## src/rtl/fetch_pkg.sv

```systemverilog
// Shared types for the instruction fetch stage.
// FSM state and the instruction queue entry.
package fetch_pkg;

  typedef enum logic {
    RUN,
    ISR
  } fetch_state_t;

  typedef struct packed {
    logic [31:0] inst;
    logic [31:0] pc;
  } fetch_entry_t;

endpackage

```

## src/rtl/fetch_queue.sv

```systemverilog
// In-order instruction queue between fetch and decode.
// Registered storage, synchronous flush, occupancy count output.
module fetch_queue
  import fetch_pkg::*;
#(
  parameter  int DEPTH = 4,
  localparam int AW    = $clog2(DEPTH),
  localparam int CW    = AW + 1
) (
  input  logic          clk,
  input  logic          rst,
  input  logic          flush,
  input  logic          push,
  input  fetch_entry_t  din,
  input  logic          pop,
  output fetch_entry_t  dout,
  output logic [CW-1:0] count
);

  fetch_entry_t  mem [DEPTH];
  logic [AW-1:0] rd_ptr;
  logic [AW-1:0] wr_ptr;

  always_ff @(posedge clk) begin
    if (rst || flush) begin
      rd_ptr <= '0;
      wr_ptr <= '0;
      count  <= '0;
    end else begin
      if (push) wr_ptr <= wr_ptr + AW'(1);
      if (pop)  rd_ptr <= rd_ptr + AW'(1);
      count <= count + CW'(push) - CW'(pop);
    end
  end

  // Storage needs no reset; count gates visibility.
  always_ff @(posedge clk) begin
    if (push && !flush && !rst) mem[wr_ptr] <= din;
  end

  assign dout = mem[rd_ptr];

endmodule

```

## src/rtl/fetch_unit.sv

```systemverilog
// Instruction fetch: pipelined imem reads, in-order queue,
// redirect flush and interrupt entry/exit.
module fetch_unit
  import fetch_pkg::*;
#(
  parameter logic [31:0] RESET_PC = 32'h0000_0000,
  parameter logic [31:0] IRQ_VEC  = 32'h0000_0000,
  parameter logic [31:0] PC_INC   = 32'd1,
  parameter int          QDEPTH   = 4
) (
  input  logic        clk,
  input  logic        rst,
  output logic        imem_req,
  output logic [31:0] imem_addr,
  input  logic        imem_gnt,
  input  logic        imem_rvalid,
  input  logic [31:0] imem_rdata,
  output logic        if_valid,
  output logic [31:0] if_inst,
  output logic [31:0] if_pc,
  input  logic        id_ready,
  input  logic        redirect,
  input  logic [31:0] redirect_pc,
  input  logic        irq,
  output logic        irq_ack,
  output logic [31:0] irq_epc,
  input  logic        irq_done
);

  localparam int CW = $clog2(QDEPTH) + 1;

  fetch_state_t  state;
  logic [31:0]   fetch_pc;
  logic [31:0]   rsp_pc;
  logic [31:0]   flush_pc;
  logic [CW-1:0] inflight;
  logic [CW-1:0] drop;
  logic [CW-1:0] count;
  logic [CW:0]   used;
  logic          take;
  logic          flush;
  logic          fire;
  logic          keep;
  logic          pop;
  fetch_entry_t  head;
  fetch_entry_t  entry;

  assign take     = !rst && state == RUN
                 && irq && !redirect;
  assign flush    = redirect || take;
  assign flush_pc = redirect ? redirect_pc : IRQ_VEC;

  // Credits cover words in flight plus words queued.
  assign used     = {1'b0, inflight} + {1'b0, count};
  assign imem_req = !rst && !flush
                 && used < (CW+1)'(QDEPTH);
  assign imem_addr = fetch_pc;
  assign fire     = imem_req && imem_gnt;

  assign keep     = imem_rvalid && drop == '0 && !flush;
  assign if_valid = count != '0;
  assign pop      = if_valid && id_ready && !flush;
  assign if_inst  = head.inst;
  assign if_pc    = head.pc;

  assign irq_ack  = take;
  assign irq_epc  = !take    ? '0 :
                    if_valid ? head.pc : rsp_pc;

  assign entry.inst = imem_rdata;
  assign entry.pc   = rsp_pc;

  fetch_queue #(
    .DEPTH (QDEPTH)
  ) u_queue (
    .clk   (clk),
    .rst   (rst),
    .flush (flush),
    .push  (keep),
    .din   (entry),
    .pop   (pop),
    .dout  (head),
    .count (count)
  );

  always_ff @(posedge clk) begin
    if (rst) begin
      fetch_pc <= RESET_PC;
      rsp_pc   <= RESET_PC;
      inflight <= '0;
      drop     <= '0;
      state    <= RUN;
    end else begin
      inflight <= inflight + CW'(fire)
                - CW'(imem_rvalid);
      if (flush) begin
        drop     <= inflight - CW'(imem_rvalid);
        fetch_pc <= flush_pc;
        rsp_pc   <= flush_pc;
      end else begin
        if (fire) fetch_pc <= fetch_pc + PC_INC;
        if (imem_rvalid) begin
          if (drop != '0) drop <= drop - CW'(1);
          else rsp_pc <= rsp_pc + PC_INC;
        end
      end
      unique case (state)
        RUN: if (take) state <= ISR;
        ISR: if (irq_done) state <= RUN;
        default: state <= RUN;
      endcase
    end
  end

endmodule

```

## config.mk

```make
export PLATFORM = sky130hd
export DESIGN_NAME = fetch_unit
export DESIGN_NICKNAME = d
export VERILOG_FILES = /design/src/rtl/fetch_pkg.sv /design/src/rtl/fetch_queue.sv /design/src/rtl/fetch_unit.sv
export SDC_FILE = /design/constraint.sdc
export NUM_CORES = 1
export LEC_CHECK = 0
export CORE_ASPECT_RATIO = 0.75
export CORE_MARGIN = 2
export CORE_UTILIZATION = 45
export DETAILED_ROUTE_END_ITERATION = 10
export DONT_BUFFER_PORTS = 1
export GPL_ROUTABILITY_DRIVEN = 0
export SYNTH_ARGS = -nofsm -noshare
export SYNTH_HDL_FRONTEND = slang
export SYNTH_HIERARCHICAL = 1
export SYNTH_SLANG_ARGS = --single-unit
```

## constraint.sdc

```tcl
create_clock -name clk -period 9.2 [get_ports clk]
set_clock_uncertainty 0.2 [all_clocks]
set_input_delay 0.92 -clock clk [delete_from_list [all_inputs] [get_ports clk]]
set_output_delay 0.92 -clock clk [all_outputs]
set_load 0.05 [all_outputs]
```

==> results.md <==
- Yosys top cell area share: 52.55%
- Element type at the critical path end: primary output
- Post-DP HPWL: 22.98 mm
- Worst-margin pin slew: 1159 ps
- Avg Cell Area, Syn: 13.72 µm²
- Clock latency on the worst-skew pair: 520 ps
- Pwr per Cell Area: 202.3 nW/µm²
- Fmax: 216.2 MHz
- Remaining global-route overflow: 0
- CTS tree: built
- Most used flip-flop cell after synthesis: edfxtp_1
- DRT iter0 DRCs: 842
- Synth unique cells: 76
- Post-synth EDFFs: 256
- Critical path buffers and inverters: 1
- TritonCTS Buffers: 35
- Slew margin rel.: 22.54%
- Post-synthesis register bit count: 336
- FF-to-FF End: u_queue/count[2]$_SDFF_PP0_
- Worst reg2reg path startpoint: u_queue/count[0]$_SDFF_PP0_
- CTS H-Tree Depth: 2
- DRT antenna net count: 0
- First-pass GRT wire length: 53.87 mm
- Die span in y: 160.1 µm
- Area contributors post-synth: edfxtp_1, dfxtp_1, mux4_2
- Vias in the first global route: 8,586
- CTS Buffer Depth: 3
- Seq/Total Area, Yosys: 63.50%
- Die width: 212.2 µm
- Largest net degree at the start of global routing: 73
- Tmin final: 4625 ps
- Initial antenna violation count: 0
- Critical path depth: 4
- Drt wl/cell: 23.68 µm
- Status: completed
- Worst Setup Start Kind: flip-flop
- Initial core utilization: 45.48%
- Hold Path Class: in2reg
- NumNets Final: 1,142
- CP Cell Sequence: buf_4 -> mux4_2 -> nand2_1 -> a21oi_1
- Pleak: 4.876 nW
- Setup crit end: irq_epc[12]
- Endpoints failing hold: 0
- Yosys warning count: 6
- Peak supply drop: 0.0001008 V
- Dpl cells: 1,457
- Crit path max fanout: 37
- Cell taking the most area after synthesis: edfxtp_1
- # setup viols final: 0
- Detailed Route WL: 35.99 mm
- Initial DRT Pass Iterations: 5
- Buffer count from post-CTS setup fixing: 0
- Ys async rst share: 0%
- Share of cells above drive strength 1: 13.56%
- Max-cap violation count: 0
- Reg2Reg Depth: 11
- RSZ-0062 raised after global routing: false
- Crit path required time: 8080 ps
- GR Util All Layers: 20.97%
- Sink Count: 336
- Clock transition at path regs: 60 ps
- Row count: 57
- Post_cts resized: 0
- Via density: 5.986
- DRC viols: 0
- WS Path Type: reg2out
- Root buf cell: clkbuf_16
- IO Count: 203
- Layout Cells excl Fill: 1,520
- Critical-path top delay cell: dfxtp_4
- Commonest non-fill, non-tap cell in the layout: edfxtp_1
- Core Footprint: 32,160 µm²
- Full die area: 33,980 µm²
- Top delay family on crit path: flip-flops
- Post-synthesis cell count: 1,066
- Vias: 9,099
- Cell Area, Synth: 14,630 µm²
- Setup_tns: 0 ps
- Worst Path Arrival: 3500 ps
- Commonest non-fill, non-tap cells in the layout: edfxtp_1, nand2_1, a21oi_1, dfxtp_1, mux4_2
- CP peak stage delay: 860 ps
- Post-route clock period utilization: 50.27%
- R2R setup slack: 5020 ps
- Buffers on Ports: 0
- Cts hold-fix bufs: 0
- Slew Limit Fails: 0
- Area Overhead vs Synth: 9.392%
- Mapped Nets: 1,156
stage by stage:
step / hold slack [ps] / utilization, % / total power, mW / worst slack [ps] / area [µm²]
finish: 272.1 / 49.75 / 3.237 / 4575 / 16000
global route: 259.5 / 49.74 / 3.354 / 4287 / 16000
CTS: 247.7 / 49.74 / 3.270 / 4460 / 16000
detailed placement: 291.2 / 46.43 / 1.939 / 5011 / 14930
global placement: 295.0 / 46.43 / 1.936 / 5042 / 14930
floorplan: 254.1 / - / 1.892 / 4908 / 14630
cells in the mapped netlist, types with 13 or more instances:
master	instances
a21oi_1	94
o21ai_0	39
a211oi_1	27
inv_1	21
mux4_2	60
and3_1	17
nand4_1	18
nand2_1	138
nor3_1	25
ha_1	16
nand3_1	27
buf_2	13
dfxtp_1	80
clkbuf_1	35
nor2_1	34
edfxtp_1	256
final cells by class:
class	instances	area, µm²
Antenna cell	1	2.502
Clock buffer	49	949.7
Clock inverter	13	116.4
Fill cell	2792	16160
Inverter	23	86.33
Multi-Input combinational cell	646	4922
Sequential cell	336	9296
Tap cell	442	553.0
Timing Repair Buffer	10	75.07
worst min path at each step:
| stage | startpoint | endpoint | slack [ps] | cells after the start |
|---|---|---|---|---|
| 2_1_floorplan | state$_SDFF_PP0_ | state$_SDFF_PP0_ | 250 | 2 |
| 3_3_place_gp | state$_SDFF_PP0_ | state$_SDFF_PP0_ | 290 | 2 |
| 3_5_place_dp | state$_SDFF_PP0_ | state$_SDFF_PP0_ | 290 | 2 |
| 4_1_cts | rst | imem_addr[25]$_SDFFE_PP0P_ | 250 | 1 |
| 5_1_grt | imem_rdata[0] | u_queue/mem[2][32]$_DFFE_PP_ | 260 | 0 |
| 6_report | rst | imem_addr[25]$_SDFFE_PP0P_ | 270 | 1 |
worst register-to-register path, stage by stage (launching register included):
cell and delay, ps:
dfxtp_1 340, nor3_2 190, buf_4 420, clkinv_1 810, buf_4 530, and3_1 280
ha_1 290, inv_1 40, ha_1 180, fa_1 390, xor3_1 360, nor2_1 90
logic make-up after synthesis:
family / count (synthesis) / synth area share [%]
AOI/OAI and AO/OA: 228 / 9.666
muxes: 70 / 10.38
buffers and inverters: 84 / 3.062
DFF: 336 / 63.50
and+or+nand+nor: 316 / 10.81
xor gates and xnor gates: 14 / 0.9409
adders and majority gates: 18 / 1.642
registers in the layout, summed over array words and instances (netlist names), named ones only:
signal          cells
u_queue/count       3
state               1
rsp_pc             32
imem_addr          32
u_queue/rd_ptr      2
u_queue/wr_ptr      2
drop                3
u_queue/mem       256
inflight            3
layer usage:
layer  share of wire, %  wire, µm  GRT usage, %
met1                 45     16330         31.83
met2                 42     15200         29.20
met3                 10      3654         6.116
met4                2.3       814         5.858
met5                  0         0             0
power by group:
| group | switching [mW] | internal, mW |
|---|---|---|
| clock | 0.573 | 0.755 |
| combinational | 0.123 | 0.0622 |
| sequential | 0.0677 | 1.66 |
(Power assumes the default switching activity.)
